==> src/rtl/dac121s101_pkg.sv <==
// Shared constants and helpers for the DAC121S101 write-side SPI master.
package dac121s101_pkg;

   localparam int FRAME_BITS  = 16;

   localparam logic [1:0] PD_NORMAL = 2'b00;
   localparam logic [1:0] PD_1K     = 2'b01;
   localparam logic [1:0] PD_100K   = 2'b10;
   localparam logic [1:0] PD_HIZ    = 2'b11;

   localparam int T_SU_NS     = 10;
   localparam int T_QUIET_NS  = 20;
   localparam int SCLK_MAX_HZ = 30000000;

   typedef enum logic [1:0] {
      ST_IDLE,
      ST_SETUP,
      ST_SHIFT,
      ST_QUIET
   } state_t;

   // Whole clock cycles covering ns nanoseconds, never less than one.
   function automatic int ns_to_cycles(input longint clk_hz, input longint ns);
      longint c;
      c = (clk_hz * ns + 64'sd999999999) / 64'sd1000000000;
      return (c < 1) ? 1 : int'(c);
   endfunction

endpackage

==> src/rtl/dac121s101_interface_timer.sv <==
// Loadable down-counter; o_zero is high once the loaded count has elapsed.
module dac121s101_interface_timer #(
   parameter int W = 4
) (
   input  logic         i_clk,
   input  logic         i_rst_n,
   input  logic         i_load,
   input  logic [W-1:0] i_val,
   output logic         o_zero
);

   logic [W-1:0] r_cnt;

   always_ff @(posedge i_clk or negedge i_rst_n) begin
      if (!i_rst_n)
         r_cnt <= '0;
      else if (i_load)
         r_cnt <= i_val;
      else if (r_cnt != '0)
         r_cnt <= r_cnt - 1'b1;
   end

   assign o_zero = (r_cnt == '0);

endmodule

==> src/rtl/dac121s101_interface.sv <==
// SPI master writing {00, PD1:PD0, sample} frames to a DAC121S101; SCLK idles
// high and the DAC samples DIN on each falling edge while SYNC is low.
module dac121s101_interface
   import dac121s101_pkg::*;
#(
   parameter int CLK_FREQ_HZ  = 100000000,
   parameter int SCLK_FREQ_HZ = 20000000
) (
   input  logic        clk_i,
   input  logic        rst_n_i,
   input  logic [11:0] data_i,
   input  logic [1:0]  mode_i,
   input  logic        valid_i,
   output logic        ready_o,
   output logic        done_o,
   output logic        sclk_o,
   output logic        sync_n_o,
   output logic        din_o
);

   localparam int CLK_DIV = CLK_FREQ_HZ / SCLK_FREQ_HZ;
   localparam int HIGH_PH = CLK_DIV / 2;
   localparam int T_SU    = ns_to_cycles(longint'(CLK_FREQ_HZ), longint'(T_SU_NS));
   localparam int T_QUIET = ns_to_cycles(longint'(CLK_FREQ_HZ), longint'(T_QUIET_NS));
   localparam int TMR_MAX = (T_SU > T_QUIET) ? T_SU : T_QUIET;
   localparam int TMR_W   = $clog2(TMR_MAX + 1);
   localparam int PH_W    = $clog2(CLK_DIV);

   generate
      if (SCLK_FREQ_HZ > SCLK_MAX_HZ || CLK_DIV < 2) begin : g_bad_cfg
         $error("dac121s101_interface: SCLK_FREQ_HZ too high for DAC or clock");
      end
   endgenerate

   state_t            r_state, w_state;
   logic [PH_W-1:0]   r_ph, w_ph;
   logic [4:0]        r_edge, w_edge;
   logic [15:0]       r_shift, w_shift;
   logic              r_sclk, w_sclk;
   logic              r_sync_n, w_sync_n;
   logic              r_din, w_din;
   logic              r_ready, w_ready;
   logic              r_done, w_done;
   logic              w_tmr_load;
   logic [TMR_W-1:0]  w_tmr_val;
   logic              w_tmr_zero;

   dac121s101_interface_timer #(.W(TMR_W)) u_timer (
      .i_clk   (clk_i),
      .i_rst_n (rst_n_i),
      .i_load  (w_tmr_load),
      .i_val   (w_tmr_val),
      .o_zero  (w_tmr_zero)
   );

   // Next-state and next-output logic; every pin is registered from these.
   always_comb begin
      w_state    = r_state;
      w_ph       = r_ph;
      w_edge     = r_edge;
      w_shift    = r_shift;
      w_sclk     = r_sclk;
      w_sync_n   = r_sync_n;
      w_din      = r_din;
      w_ready    = 1'b0;
      w_done     = 1'b0;
      w_tmr_load = 1'b0;
      w_tmr_val  = '0;
      case (r_state)
         ST_IDLE: begin
            w_ready  = 1'b1;
            w_sync_n = 1'b1;
            w_sclk   = 1'b1;
            if (valid_i && r_ready) begin
               w_state    = ST_SETUP;
               w_ready    = 1'b0;
               w_sync_n   = 1'b0;
               w_shift    = {2'b00, mode_i, data_i};
               w_din      = w_shift[15];
               w_tmr_load = 1'b1;
               w_tmr_val  = TMR_W'(T_SU - 1);
            end
         end
         ST_SETUP: begin
            if (w_tmr_zero) begin
               w_state = ST_SHIFT;
               w_ph    = '0;
               w_edge  = '0;
               w_sclk  = 1'b1;
            end
         end
         ST_SHIFT: begin
            if (r_ph == PH_W'(CLK_DIV - 1)) begin
               if (r_edge == 5'(FRAME_BITS)) begin
                  w_state    = ST_QUIET;
                  w_sync_n   = 1'b1;
                  w_sclk     = 1'b1;
                  w_tmr_load = 1'b1;
                  w_tmr_val  = TMR_W'(T_QUIET - 1);
               end else begin
                  // New high phase: present the next bit well before its falling edge.
                  w_ph    = '0;
                  w_sclk  = 1'b1;
                  w_din   = r_shift[14];
                  w_shift = {r_shift[14:0], 1'b0};
               end
            end else begin
               w_ph = r_ph + 1'b1;
               if (w_ph == PH_W'(HIGH_PH)) begin
                  w_sclk = 1'b0;
                  w_edge = r_edge + 1'b1;
               end
            end
         end
         ST_QUIET: begin
            if (w_tmr_zero) begin
               w_state = ST_IDLE;
               w_ready = 1'b1;
               w_done  = 1'b1;
            end
         end
         default: w_state = ST_IDLE;
      endcase
   end

   always_ff @(posedge clk_i or negedge rst_n_i) begin
      if (!rst_n_i) begin
         r_state  <= ST_IDLE;
         r_ph     <= '0;
         r_edge   <= '0;
         r_sclk   <= 1'b1;
         r_sync_n <= 1'b1;
         r_din    <= 1'b0;
         r_ready  <= 1'b0;
         r_done   <= 1'b0;
      end else begin
         r_state  <= w_state;
         r_ph     <= w_ph;
         r_edge   <= w_edge;
         r_sclk   <= w_sclk;
         r_sync_n <= w_sync_n;
         r_din    <= w_din;
         r_ready  <= w_ready;
         r_done   <= w_done;
      end
   end

   always_ff @(posedge clk_i) begin
      r_shift <= w_shift;
   end

   assign ready_o  = r_ready;
   assign done_o   = r_done;
   assign sclk_o   = r_sclk;
   assign sync_n_o = r_sync_n;
   assign din_o    = r_din;

endmodule

==> config.mk <==
export PLATFORM = sky130hd
export DESIGN_NAME = dac121s101_interface
export DESIGN_NICKNAME = d
export VERILOG_FILES = /design/src/rtl/dac121s101_pkg.sv /design/src/rtl/dac121s101_interface_timer.sv /design/src/rtl/dac121s101_interface.sv
export SDC_FILE = /design/constraint.sdc
export NUM_CORES = 1
export LEC_CHECK = 0
export CAP_MARGIN = 30
export CORE_MARGIN = 5
export CORE_UTILIZATION = 40
export DETAILED_ROUTE_END_ITERATION = 10
export HOLD_SLACK_MARGIN = 0.05
export MAX_ROUTING_LAYER = met4
export PLACE_DENSITY = 0.71
export SLEW_MARGIN = 40
export SYNTH_ARGS = -nofsm -noshare
export SYNTH_HDL_FRONTEND = slang
export SYNTH_SLANG_ARGS = --single-unit
export TNS_END_PERCENT = 30
==> constraint.sdc <==
create_clock -name clk_i -period 3 [get_ports clk_i]
set_input_delay 0.6 -clock clk_i [delete_from_list [all_inputs] [get_ports clk_i]]
set_output_delay 0.6 -clock clk_i [all_outputs]
set_load 0.1 [all_outputs]
==> results.json, run 1 <==
{
  "clk_latency_ns": 0.28,
  "power-per-cell-area_mw_per_mm2": 1100,
  "dieHeight_microns": 74.7,
  "slew_violations": 0,
  "synth_enable_flop_cells": 15,
  "drc": 0,
  "post_cts_buffers": 0,
  "hold_path.class": "primary input to asynchronous set/reset pin",
  "dieArea_sq_mm": 0.00558,
  "grt_pass1_vias": 1243,
  "hold_viol": 0,
  "status": "finished, final reports clean",
  "layout_min_cycle_time_ns": 2.11,
  "rsz0062_at_grt": "false",
  "place_hpwl_microns": 2350,
  "clk_pin_slew_worst_paths_ns": 0.07,
  "yosysWarnings": 0,
  "via_count": 1193,
  "grt_overflow": 0,
  "wl_microns": 3220,
  "drive_gt1_share_pct": 21.8,
  "critPathRequiredTime_ns": 3.20,
  "area_delta_synth_final_pct": 19.4,
  "cap_violations": 0,
  "numCtsBuffers": 5,
  "ys_types": 38,
  "cts_tree": "built",
  "ys_seq_elements": 32,
  "htree_num_levels": 2,
  "place.gp.congestion": 0.857,
  "via_per_inst": 5.42,
  "setup_viol": 0,
  "setup.worst_path.class": "flop to flop",
  "critPathArrivalTime_ns": 2.31,
  "drt_first_pass_iters": 4,
  "hold_buffers": 0,
  "syn_nets": 172,
  "grt_first_pass_wirelength_microns": 5620,
  "utilization_pct": 49.7,
  "fin_area_sq_mm": 0.00200,
  "netlist_area_sq_mm": 0.00168,
  "leakage_nw": 0.796,
  "diodes": 0,
  "dpl-instance-area_sq_mm": 0.00192,
  "cts_buffer_depth": 2,
  "cts-root-buf": "clkbuf_8",
  "cp-start-kind": "flop",
  "fin_tns_setup_ns": 0,
  "fin_skew_ns": 0.00718,
  "ys_async_sr_fraction_pct": 53.1,
  "gr-usage-all-layers_pct": 13.8,
  "cp_max_fo": 16,
  "period_share_pct": 70.5,
  "clkSinkCount": 32,
  "timing.hold.ws_ns": 0.233,
  "synth_flop_cell": "edfxtp_1",
  "drt-initial-drc-count": 179,
  "max_slew_margin_pct": 67.1,
  "ioPinCount": 22,
  "wire_per_inst_microns": 14.7,
  "total_power_mw": 2.19,
  "core_region_area_sq_mm": 0.00403,
  "io_buffers": 21,
  "antenna_left": 0,
  "initial_core_util_pct": 41.6,
  "antenna_found_initial": 0,
  "peakVddDrop_v": 0.000620,
  "synth_seq_area_share_pct": 52.4,
  "clock.fmax_mhz": 473,
  "synthCells": 145,
  "die_w_microns": 74.7,
  "synth.avg_cell_area_sq_um": 11.6,
  "cp-end-kind": "flop",
  "mostFrequentLayoutCells": "dfrtp_1 (15), clkdlybuf4s50_1 (15), edfxtp_1 (15), mux2_2 (14), nand2_1 (12)",
  "ctsResizeCount": 0,
  "tightest_slew_ns": 0.493,
  "std_cell_rows": 23,
  "nets": 196,
  "grt_max_degree": 25
}
==> path summary, 6_finish.rpt <==
kind	from	end	slack (ns)	depth (start not counted)
setup / recovery	r_state[0]$_DFFE_PN0P_	r_edge[4]$_DFFE_PN0P_	0.89	6
hold / removal	rst_n_i	u_timer.r_cnt[0]$_DFFE_PN0P_	0.23	1
setup reg to reg	r_state[0]$_DFFE_PN0P_	r_edge[4]$_DFFE_PN0P_	0.89	6
hold reg to reg	sync_n_o$_DFFE_PN1P_	sync_n_o$_DFFE_PN1P_	0.53	2
max in group asynchronous	rst_n_i	sync_n_o$_DFFE_PN1P_	2.45	1
min in group clk_i	sync_n_o$_DFFE_PN1P_	sync_n_o$_DFFE_PN1P_	0.53	2
==> flip-flops by register name (all words and copies together), names as in the netlist <==
name,cells
r_edge,5
r_state,2
r_shift,15
sclk_o,1
ready_o,1
r_ph,3
done_o,1
u_timer.r_cnt,2
sync_n_o,1
din_o,1
==> critical path, stage by stage, from the launching register on <==
cell	delay [ns]
dfrtp_1	0.41
inv_1	0.10
ha_1	0.47
mux2_4	0.31
nand2_4	0.08
or4_1	0.51
a21oi_1	0.16
==> routing by layer <==
| layer | part of all wire, % | vias to the layer above | GRT usage, % |
|---|---|---|---|
| met1 | 43 | 575 | 16.3 |
| met5 | 0 | - | - |
| met2 | 51 | 40 | 22.5 |
| met4 | 0.47 | 0 | 4.15 |
| met3 | 5.6 | 6 | 4.27 |
| li1 | - | 572 | - |
==> layout make-up <==
type / instances / area, sq um
Clock inverter: 1 / 5.00
Sequential cell: 32 / 878
Fill cell: 376 / 2030
Multi-Input combinational cell: 96 / 729
Timing Repair Buffer: 23 / 208
Inverter: 11 / 41.3
Tap cell: 50 / 62.6
Clock buffer: 7 / 76.3
==> where the power goes <==
group          internal (mW)  switching, mW  leakage (nW)
registers              0.718         0.0979         0.359
logic                  0.401          0.667         0.395
clock network          0.162          0.147        0.0422
total                   1.28          0.911         0.796
==> cell families (layout without fill, tap and decap cells) <==
kind of cell,Yosys count,after routing,share of synthesized area (%)
xor gates and xnor gates,2,2,1.49
adders and majority gates,10,10,7.47
buffers and inverters,17,42,4.03
and+or+nand+nor,39,39,12.5
AOI/OAI and AO/OA,30,30,11.7
muxes,15,15,10.3
DFF,32,32,52.4
==> synthesized netlist by cell type, types with 3 or more instances <==
library cell	number	area share, %
nor2_1	5	1.1
edfxtp_1	15	27
a21oi_1	10	3.0
inv_1	11	2.5
o21ai_0	5	1.5
dfrtp_1	15	22
nand3_1	8	2.4
buf_2	3	0.90
mux2_2	14	9.4
nand2_1	12	2.7
ha_1	10	7.5
o31ai_1	3	1.3
==> through the flow <==
step | instances | setup slack (ns)
CTS | 220 | 0.889
global route | 220 | 0.705
detailed placement | 212 | 0.895
finish | 220 | 0.886
global placement | 212 | 0.950
floorplan | 145 | 0.518
Note: power is estimated with default switching activity, not from simulation.
==> run 2, diff against run 1 <==
==> constraint.sdc (replaced) <==
create_clock -name clk_i -period 2.1 [get_ports clk_i]
set_input_delay 0.42 -clock clk_i [delete_from_list [all_inputs] [get_ports clk_i]]
set_output_delay 0.42 -clock clk_i [all_outputs]
set_load 0.1 [all_outputs]
==> run 2 against run 1 <==
Hold slack improved by 0.24 ns. Clock power increased by 79%. Clock skew fell by 0.0011 ns. Non-clock buffer count rose by 3. First-iteration DRC count shrank 55%. Sequential share of layout area down 1.9 points. Wire length is 5.2% lower. Power is 53% higher.
==> results.json, run 2 (same netlist as run 1, synthesis figures left out) <==
{
  "grt_max_degree": 27,
  "ioPinCount": 22,
  "cap_violations": 0,
  "power-per-cell-area_mw_per_mm2": 1600,
  "dieHeight_microns": 74.7,
  "cp_max_fo": 8,
  "status": "finished, final reports clean",
  "die_w_microns": 74.7,
  "cts_buffer_depth": 2,
  "peakVddDrop_v": 0.000725,
  "antenna_left": 0,
  "fillers": 357,
  "setup.worst_path.class": "flop to flop",
  "largest-register": "r_shift",
  "nets": 199,
  "grt_first_pass_wirelength_microns": 5330,
  "ctsResizeCount": 0,
  "via_per_inst": 5.28,
  "mostFrequentLayoutCells": "clkdlybuf4s50_1 (16), edfxtp_1 (15), mux2_2 (14), dfrtp_1 (14), nand2_1 (12)",
  "tightest_slew_ns": 0.305,
  "crit_chain": "inv_1 > ha_1 > buf_4 > nand3_1 > nand2_4 > or4_1 > a21oi_1",
  "cts-root-buf": "clkbuf_8",
  "cp-start-kind": "flop",
  "grt_pass1_vias": 1245,
  "cts_tree": "built",
  "largest_register_ffs": 15,
  "rsz0062_at_grt": "false",
  "cp-startpoint": "r_state[0]$_DFFE_PN0P_",
  "via_count": 1177,
  "wl_microns": 3050,
  "io_buffers": 21,
  "place.gp.congestion": 0.872,
  "top_regs": "r_shift (15), r_edge (5), r_ph (3)",
  "final_common_cell": "clkdlybuf4s50_1",
  "critPathMaxStageDelay_ns": 0.50,
  "grt_overflow": 0,
  "gr-usage-all-layers_pct": 12.9,
  "htree_num_levels": 2,
  "drt-initial-drc-count": 81,
  "post_cts_buffers": 0,
  "numCtsBuffers": 5,
  "clk_latency_ns": 0.28,
  "clock.fmax_mhz": 533,
  "critPathArrivalTime_ns": 2.08,
  "area_delta_synth_final_pct": 25.1,
  "std_cell_rows": 23,
  "diodes": 0,
  "fin_area_sq_mm": 0.00210,
  "leakage_nw": 0.835,
  "initial_core_util_pct": 41.6,
  "drive_gt1_share_pct": 23.7,
  "antenna_found_initial": 0,
  "period_share_pct": 89.3,
  "clk_pin_slew_worst_paths_ns": 0.06,
  "max_slew_margin_pct": 79.6,
  "setup_viol": 0,
  "critPathRequiredTime_ns": 2.30,
  "slew_violations": 0,
  "drc": 0,
  "layout_min_cycle_time_ns": 1.87,
  "fin_skew_ns": 0.00610,
  "cp_slowest_cell": "or4_1",
  "hold_path.class": "primary input to asynchronous set/reset pin",
  "hold_buffers": 0,
  "cp-end-kind": "flop",
  "fin_tns_setup_ns": 0,
  "core_region_area_sq_mm": 0.00403,
  "clkSinkCount": 32,
  "dpl-instance-area_sq_mm": 0.00199,
  "timing.rr.start": "r_state[0]$_DFFE_PN0P_",
  "timing.hold.ws_ns": 0.471,
  "place_hpwl_microns": 2280,
  "hold_viol": 0,
  "dieArea_sq_mm": 0.00558,
  "drt_first_pass_iters": 4,
  "wire_per_inst_microns": 13.7
}
run 2: cell types whose count changed in the layout (fill, tap and decap cells not counted), sizes merged:
cell / previous run / this run
clkinv: 1 / 2
buf: 8 / 10
clkbuf: 7 / 5
bufinv: 0 / 1
clkdlybuf4s50: 15 / 16
run 2: per-layer routing:
layer | part of all wire [%] | global-route usage (%)
met1 | 43 | 14.4
met2 | 52 | 21.7
met3 | 3.8 | 4.54
met4 | 1.4 | 4.15
met5 | 0 | -
run 2: critical path: cells and delay by family, from the launching register on:
| kind | cells | cell delay (ns) |
|---|---|---|
| fa+ha+maj | 1 | 0.28 |
| simple gates | 3 | 0.68 |
| flops | 1 | 0.40 |
| buf+inv | 2 | 0.28 |
| compound gates | 1 | 0.15 |
run 2: worst paths after layout:
kind | to | slack (ns) | depth (start not counted)
worst min register to register | r_shift[14]$_SDFFCE_PN0P_ | 0.53 | 1
worst max register to register | r_edge[3]$_DFFE_PN0P_ | 0.23 | 7
worst max-delay path | r_edge[3]$_DFFE_PN0P_ | 0.23 | 7
min in group clk_i | r_shift[14]$_SDFFCE_PN0P_ | 0.53 | 1
worst min-delay path | din_o$_DFFE_PN0P_ | 0.47 | 2
max in group asynchronous | sclk_o$_DFFE_PN1P_ | 1.37 | 2
run 2: metrics by stage:
stage / instances / util [%] / total power [mW] / setup WS (ns)
finish: 223 / 52.0 / 3.36 / 0.225
detailed placement: 215 / 49.4 / 2.84 / 0.233
global route: 223 / 52.0 / 3.60 / 0.102
CTS: 223 / 52.0 / 3.40 / 0.223
global placement: 215 / 49.4 / 2.76 / 0.280
floorplan: 145 / - / 2.35 / 0.0841
run 2: final cells by class:
type | count | area [sq um] | area share, %
Clock buffer | 5 | 68.8 | 3.28
Clock inverter | 3 | 37.5 | 1.79
Inverter | 11 | 41.3 | 1.97
Multi-Input combinational cell | 96 | 733 | 35.0
Sequential cell | 32 | 880 | 42.0
Tap cell | 50 | 62.6 | 2.99
Timing Repair Buffer | 26 | 273 | 13.0
run 2: power by group:
group	internal [mW]	switching, mW	leakage, nW
sequential	1.03	0.140	0.357
clock	0.345	0.209	0.0532
combinational	0.676	0.961	0.424
total	2.05	1.31	0.835
==> run 3, diff against run 2 <==
--- a/config.mk
+++ b/config.mk
@@ -11,7 +11,7 @@
 export DETAILED_ROUTE_END_ITERATION = 10
 export HOLD_SLACK_MARGIN = 0.05
 export MAX_ROUTING_LAYER = met4
-export PLACE_DENSITY = 0.71
+export PLACE_DENSITY = 0.58
 export SLEW_MARGIN = 40
 export SYNTH_ARGS = -nofsm -noshare
 export SYNTH_HDL_FRONTEND = slang
==> constraint.sdc (replaced) <==
create_clock -name clk_i -period 2.1 [get_ports clk_i]
set_input_delay 0.42 -clock clk_i [delete_from_list [all_inputs] [get_ports clk_i]]
set_output_delay 0.42 -clock clk_i [all_outputs]
set_load 0.05 [all_outputs]
==> run 3 against run 2 <==
Non-clock buffer count increased by 1. Final cell count up 0.45%. Largest power group unchanged. Clock skew fell by 0.0018 ns. First-iteration DRC count down 67%. Sequential cell count stayed put. Critical path depth shrank 6. Register-to-register slack got worse by 0.02 ns. Count of clock-buffer cells in the layout stayed put. Wire length rose by 2.5%. Die area is the same. Hold slack worse by 0.016 ns. Sequential share of layout area rose by 0.32 points.
==> results.json, run 3 (same netlist as run 1, synthesis figures left out) <==
{
  "rsz0062_at_grt": "false",
  "nets": 200,
  "dieHeight_microns": 74.7,
  "status": "finished, final reports clean",
  "mostFrequentLayoutCells": "clkdlybuf4s50_1 (19), dfrtp_1 (15), edfxtp_1 (15), mux2_2 (14), nand2_1 (12)",
  "std_cell_rows": 23,
  "wire_per_inst_microns": 14.0,
  "leakage_nw": 0.822,
  "dpl-instance-area_sq_mm": 0.00197,
  "critPathMaxStageDelay_ns": 0.82,
  "via_per_inst": 5.19,
  "setup.worst_path.class": "flop to primary output",
  "final_common_cell": "clkdlybuf4s50_1",
  "hold_path.class": "primary input to asynchronous set/reset pin",
  "fin_area_sq_mm": 0.00208,
  "cts_tree": "built",
  "total_power_mw": 3.18,
  "layout_min_cycle_time_ns": 1.90,
  "largest-register": "r_shift",
  "die_w_microns": 74.7,
  "peakVddDrop_v": 0.000695,
  "antenna_found_initial": 0,
  "initial_core_util_pct": 41.6,
  "place_hpwl_microns": 2390,
  "cp_slowest_cell": "clkdlybuf4s50_1",
  "wl_microns": 3130,
  "cap_violations": 0,
  "use_met2_pct": 20.8,
  "place.gp.congestion": 0.820,
  "critPathRequiredTime_ns": 1.68,
  "hold_viol": 0,
  "critPathArrivalTime_ns": 1.48,
  "fin_ws_ns": 0.197,
  "cp-end-kind": "primary output",
  "fin_skew_ns": 0.00431,
  "io_buffers": 21,
  "ctsResizeCount": 0,
  "post-place-ws_ns": 0.215,
  "grt_first_pass_wirelength_microns": 5360,
  "slew_violations": 0,
  "numCtsBuffers": 5,
  "clk_latency_ns": 0.28,
  "setup_viol": 0,
  "hold_buffers": 0,
  "grt_pass1_vias": 1212,
  "clock.fmax_mhz": 526,
  "clk_pin_slew_worst_paths_ns": 0.07,
  "diodes": 0,
  "cp_max_fo": 3,
  "power-per-cell-area_mw_per_mm2": 1530,
  "cts-root-buf": "clkbuf_8",
  "critPathBufInv": 1,
  "tightest_slew_ns": 0.505,
  "clkSinkCount": 32,
  "htree_num_levels": 2,
  "gr-usage-all-layers_pct": 13.2,
  "dieArea_sq_mm": 0.00558,
  "cts_buffer_depth": 2,
  "drt-initial-drc-count": 27,
  "core_region_area_sq_mm": 0.00403,
  "period_share_pct": 90.6,
  "ioPinCount": 22,
  "crit_chain": "clkdlybuf4s50_1",
  "grt_overflow": 0,
  "met1_usage_pct": 15.1,
  "cp-start-kind": "flop",
  "drc": 0,
  "final_cells": 224,
  "grt_max_degree": 19,
  "top_regs": "r_shift (15), r_edge (5), r_ph (3)",
  "dp_cells": 216,
  "busiest_layer": "met2",
  "groute.layer.met3.usage_pct": 4.14,
  "area_delta_synth_final_pct": 24.0,
  "via_count": 1163,
  "drt_first_pass_iters": 4,
  "antenna_left": 0,
  "fin_tns_setup_ns": 0,
  "largest_register_ffs": 15,
  "drive_gt1_share_pct": 23.0,
  "cp_top_family": "buffers and inverters",
  "max_slew_margin_pct": 66.3,
  "post_cts_buffers": 0
}
run 3: path summary, 6_finish.rpt:
path / startpoint / cells after the start / slack (ns) / to
max: din_o$_DFFE_PN0P_ / 1 / 0.20 / din_o
min: rst_n_i / 2 / 0.46 / r_edge[3]$_DFFE_PN0P_
max reg2reg: r_state[0]$_DFFE_PN0P_ / 6 / 0.21 / r_edge[3]$_DFFE_PN0P_
min reg2reg: sync_n_o$_DFFE_PN1P_ / 2 / 0.54 / sync_n_o$_DFFE_PN1P_
max in group asynchronous: rst_n_i / 2 / 1.38 / sync_n_o$_DFFE_PN1P_
min in group clk_i: sync_n_o$_DFFE_PN1P_ / 2 / 0.54 / sync_n_o$_DFFE_PN1P_
run 3: layout make-up:
cell class	count	area [sq um]
multi-input cells	96	733
clock buffers	5	68.8
clock inverters	3	42.5
well taps	50	62.6
fillers	364	1950
flip-flops and latches	32	878
repair buffers	27	250
inverters	11	41.3
run 3: layer usage:
metal  vias up  wire, microns
met5         -              0
li1        585              -
met1       545           1400
met2        27           1530
met3         6            137
met4         0             55
run 3: stage by stage:
stage / hold slack, ns / utilization [%]
detailed placement: 0.524 / 48.8
global placement: 0.509 / 48.8
finish: 0.455 / 51.6
CTS: 0.456 / 51.6
floorplan: 0.124 / -
global route: 0.475 / 51.6
run 3: power breakdown:
group	internal [mW]	leakage (nW)	switching [mW]
Combinational	0.617	0.410	0.826
Sequential	1.02	0.359	0.131
Clock	0.351	0.0541	0.230
Total	1.99	0.822	1.19
run 3: worst reg2reg max path, stage by stage, from the launching register on:
cell and delay, ns:
dfrtp_1 0.42, inv_1 0.10, ha_1 0.28, mux2_4 0.26, nand2_4 0.09, or4_1 0.51
a21oi_1 0.17
==> edit 1 (config.mk and constraints of run 2) <==
`CLK_FREQ_HZ`: 100000000 -> 400000000.
--- a/src/rtl/dac121s101_interface.sv
+++ b/src/rtl/dac121s101_interface.sv
@@ -4,5 +4,5 @@
    import dac121s101_pkg::*;
 #(
-   parameter int CLK_FREQ_HZ  = 100000000,
+   parameter int CLK_FREQ_HZ  = 400000000,
    parameter int SCLK_FREQ_HZ = 20000000
 ) (
Check against the original RTL: not equivalent (Yosys sat finds a counterexample within 10 cycles, from zero or initial values and one cycle with rst_n_i low).
==> edit 1 against run 2 <==
- design area up 16%
- clock skew about the same
- area after synthesis increased by 18%
- setup slack worse by 110 ps
- wire length grew 20%
- sequential cell count grew 4
- via count increased by 18%
- critical path depth is the same
- sequential share of layout area is 1.7 points lower
- fmax down 5.5%
- hold slack better by 17 ps
- critical endpoint is now r_state[1]$_DFFE_PN0P_
Power is left out: it rests on default switching activity, and per cell area and clock period it moved more than threefold.
==> edit 1: results <==
hold_path:
  holdCritPathClass: "input port to async pin"
grt:
  grt_antenna_before_repair: 0
  grt_max_degree: 22
  first_global_vias: 1382
  met3_usage_pct: 3.700
  grt_use_met1_pct: 16.89
  grtUsageMet2_pct: 19.78
  grt_pass1_wl_microns: 6299
  grt_use_total_pct: 12.96
placement:
  gp_congestion: 0.7675
  post-dp-hpwl_microns: 2671
  io_buffers: 21
sta:
  relSlewSlack_pct: 66.09
  skew_ps: 6.178
yosys:
  ys_async_sr_fraction_pct: 58.33
  yosys-top-cells-area: "dfrtp_1 (24%), edfxtp_1 (23%), mux2_2 (7.4%), ha_1 (5.7%), nand2_1 (4.8%)"
  syn-num-nets: 202
  synth_ff_type: "dfrtp_1"
  synthMuxAreaShare_pct: 10.73
  synth-edff-count: 15
  synthAdderAreaFrac_pct: 5.714
  synth_compound_area_share_pct: 9.333
  synth_xor_xnor_area_share_pct: 0.4444
  ys_seq_area_share_pct: 49.65
  synthTopCellsByCount: "nand2_1 (25), dfrtp_1 (19), edfxtp_1 (15)"
  synth_top_family_by_area: "simple AND/OR/NAND/NOR gates"
  ys_types: 49
cells_and_area:
  diodes: 0
  n_fill_cell: 456
  nets: 238
  reg_top3: "r_shift (15), r_edge (5), r_ph (5)"
  drive_above_1_share_pct: 26.76
clocking:
  post_cts_resized: 0
  cts_root_buffer: "clkbuf_8"
  tritoncts.num_buffers: 5
drt:
  vias_per_cell: 4.964
  firstDrtPassIters: 4
  wire_per_inst_microns: 13.06
  drt_iter0_drc: 110
critical_path:
  arrival_ps: 2150
  cp_max_fo: 5
outcome:
  outcome: "finished clean"
-- edit 1: cell types whose count changed after synthesis, sizes merged, moves of 3 or more --
cell    before  now
nand2       13   26
nand4        2    6
dfrtp       15   19
a21oi       10    3
a22o         0    3
mux2i        0    5
a21o         0    4
nor3         0    3
nor2b        1    6
nand2b       0    4
-- edit 1: worst paths after layout --
check                                    start                      to  slack, ps  cells past startpoint
hold reg to reg              ready_o$_DFF_PN0_    sync_n_o$_DFFE_PN1P_        510                      1
min in group clk_i           ready_o$_DFF_PN0_    sync_n_o$_DFFE_PN1P_        510                      1
max in group asynchronous              rst_n_i      sclk_o$_DFFE_PN1P_       1330                      2
setup reg to reg           r_ph[1]$_DFFE_PN0P_  r_state[1]$_DFFE_PN0P_        120                      7
setup / recovery           r_ph[1]$_DFFE_PN0P_  r_state[1]$_DFFE_PN0P_        120                      7
hold / removal                         rst_n_i        done_o$_DFF_PN0_        490                      2
-- edit 1: per-stage QoR --
step                std cells  setup slack (ps)  area [sq um]  util (%)
finish                    280             117.1          2432     51.16
global placement          272             97.90          2350     49.42
CTS                       280             92.29          2430     51.11
detailed placement        272             102.8          2350     49.42
floorplan                 176             65.15          1971         -
global route              280             16.96          2432     51.16
-- edit 1: final cells by class --
type / count / share of cell area [%]
clock buffers: 7 / 3.138
clock inverters: 1 / 0.1543
inverters: 10 / 1.543
multi-input cells: 124 / 37.96
flip-flops and latches: 36 / 40.28
well taps: 67 / 3.447
repair buffers: 35 / 13.48
-- edit 1: worst max-delay path, stage by stage (launching register included) --
cell     delay, ps
dfrtp_1        410
ha_1           220
buf_4          150
inv_2           40
or4b_4         500
nand2_4        130
nand4_4        110
mux2_4         310
-- edit 1: metal layers --
metal,wire (microns),vias up
met5,0,-
met4,38,0
met3,163,5
met2,1685,35
met1,1769,644
li1,-,706
==> edit 2 (flow settings as in run 2) <==
Made on the original files. Reset style: synchronous (`i_rst_n` and `rst_n_i`), changed in 2 clocked blocks.
--- a/src/rtl/dac121s101_interface_timer.sv
+++ b/src/rtl/dac121s101_interface_timer.sv
@@ -12,5 +12,5 @@
    logic [W-1:0] r_cnt;
 
-   always_ff @(posedge i_clk or negedge i_rst_n) begin
+   always_ff @(posedge i_clk) begin
       if (!i_rst_n)
          r_cnt <= '0;
--- a/src/rtl/dac121s101_interface.sv
+++ b/src/rtl/dac121s101_interface.sv
@@ -124,5 +124,5 @@
    end
 
-   always_ff @(posedge clk_i or negedge rst_n_i) begin
+   always_ff @(posedge clk_i) begin
       if (!rst_n_i) begin
          r_state  <= ST_IDLE;
Formal check against the unedited RTL: differs if rst_n_i is asserted again (counterexample within 4 cycles, from zero or initial values and one cycle with rst_n_i low); with rst_n_i held inactive, the same outputs for 10 cycles.
==> edit 2 against run 2 <==
- critical path depth shrank 1
- sequential cell count is the same
- setup slack improved by 56 ps
- area after synthesis is 2.5% lower
- wire length increased by 2.4%
- count of clock-buffer cells in the layout is 2 higher
- synthesized cell count is 4.8% higher
- design area decreased by 5.4%
- largest cell class unchanged
Power is not compared: it rests on default switching activity, and its combinational part moved more than twofold at a synthesized area within 25%.
==> edit 2: results <==
grt:
  grt_pass1_wl_microns: 5078
  grt_antenna_before_repair: 0
  grt_use_met1_pct: 13.76
  grt_use_total_pct: 12.77
  first_global_vias: 1128
  met3_usage_pct: 4.241
  grtUsageMet2_pct: 21.16
  grt_max_degree: 21
clocking:
  post_cts.repair.setup_buffers: 0
  clkSlewWorstSetupHoldPaths_ps: 70
  post_cts_resized: 0
  clk_latency_ps: 290
  tritoncts.num_buffers: 5
  cts_root_buffer: "clkbuf_8"
  cts.htree.levels: 2
  clockBufferDepth: 2
sta:
  setup_viol: 0
  tightest_slew_ps: 583.2
  skew_ps: 5.672
cells_and_area:
  reg_top3: "r_shift (15), r_edge (5), r_ph (3)"
  n_fill_cell: 363
  fin_cells: 230
  area_growth_pct: 21.36
  drive_above_1_share_pct: 11.11
  nets: 206
  diodes: 0
yosys:
  ys_async_sr_fraction_pct: 0
  synthTopCellsByCount: "dfxtp_1 (17), edfxtp_1 (15), nand2_1 (15)"
  synth_ff_type: "dfxtp_1"
  yosys_warnings: 0
  ys_seq_area_share_pct: 48.39
  ys_types: 39
  synth_xor_xnor_area_share_pct: 1.072
  synth_compound_area_share_pct: 12.48
  yosys-top-cells-area: "edfxtp_1 (28%), dfxtp_1 (21%), mux2_1 (9.0%), ha_1 (7.7%), nand2_1 (3.4%)"
  syn-num-nets: 179
  synthMuxAreaShare_pct: 10.87
  synth-edff-count: 15
  synthAdderAreaFrac_pct: 7.657
  synth_cells: 152
power_and_ir_drop:
  power.leakage_nw: 0.7105
  vdd_drop_max_v: 0.0006358
drt:
  firstDrtPassIters: 4
  vias_per_cell: 5.165
  wirelength_microns: 3127
  drt_iter0_drc: 36
placement:
  place_inst: 222
  dp_slack_ps: 261.7
  post-dp-hpwl_microns: 2318
  place_area_sq_um: 1903
  io_buffers: 21
  gp_congestion: 0.8597
critical_path:
  cp_max_fo: 16
  arrival_ps: 1790
outcome:
  outcome: "finished clean"
hold_path:
  holdCritPathClass: "register to register"
==> edit 2: cell types whose count changed in the layout (fill, tap and decap cells not counted), moves of 4 or more <==
cell / delta
mux2_1: +13
dfxtp_1: +16
mux2_2: -13
dfrtp_1: -14
a21boi_1: +4
==> edit 2: power breakdown <==
part           total (mW)  switching [mW]  leakage, nW  internal [mW]
combinational       0.747           0.447        0.395          0.299
sequential          0.841          0.0474        0.276          0.793
clock               0.452           0.221       0.0399          0.230
==> edit 2: cells by family after synthesis <==
logic type | count (synthesis)
compound gates | 31
xor+xnor | 2
fa+ha+maj | 10
buf+inv | 16
flops | 32
mux | 16
simple gates | 45
==> edit 2: worst paths after layout <==
| kind | from | endpoint | slack, ps | depth (start not counted) |
|---|---|---|---|---|
| worst max-delay path | r_edge[0]$_SDFFE_PN0P_ | r_shift[3]$_DFFE_PP_ | 280 | 6 |
| worst min-delay path | r_ph[1]$_SDFFE_PN0P_ | r_ph[1]$_SDFFE_PN0P_ | 470 | 2 |
| worst max register to register | r_edge[0]$_SDFFE_PN0P_ | r_shift[3]$_DFFE_PP_ | 280 | 6 |
| worst min register to register | r_ph[1]$_SDFFE_PN0P_ | r_ph[1]$_SDFFE_PN0P_ | 470 | 2 |
==> edit 2: routing by layer <==
metal | vias to the layer above | part of all wire [%]
li1 | 599 | -
met1 | 572 | 45
met2 | 13 | 51
met3 | 4 | 2.7
met4 | 0 | 1.8
met5 | - | 0
==> edit 2: worst max-delay path, cell delays in order (launching register included) <==
cell and delay (ps):
dfxtp_1 440, inv_1 70, ha_1 200, nand4bb_1 200, nand3_1 180, a21boi_2 170
buf_4 250
==> edit 2: cell type report <==
class	count	area share, %
well taps	50	3.155
multi-input cells	104	39.12
clock buffers	7	3.849
repair buffers	26	11.86
inverters	10	1.893
flip-flops and latches	32	39.94
clock inverters	1	0.1893
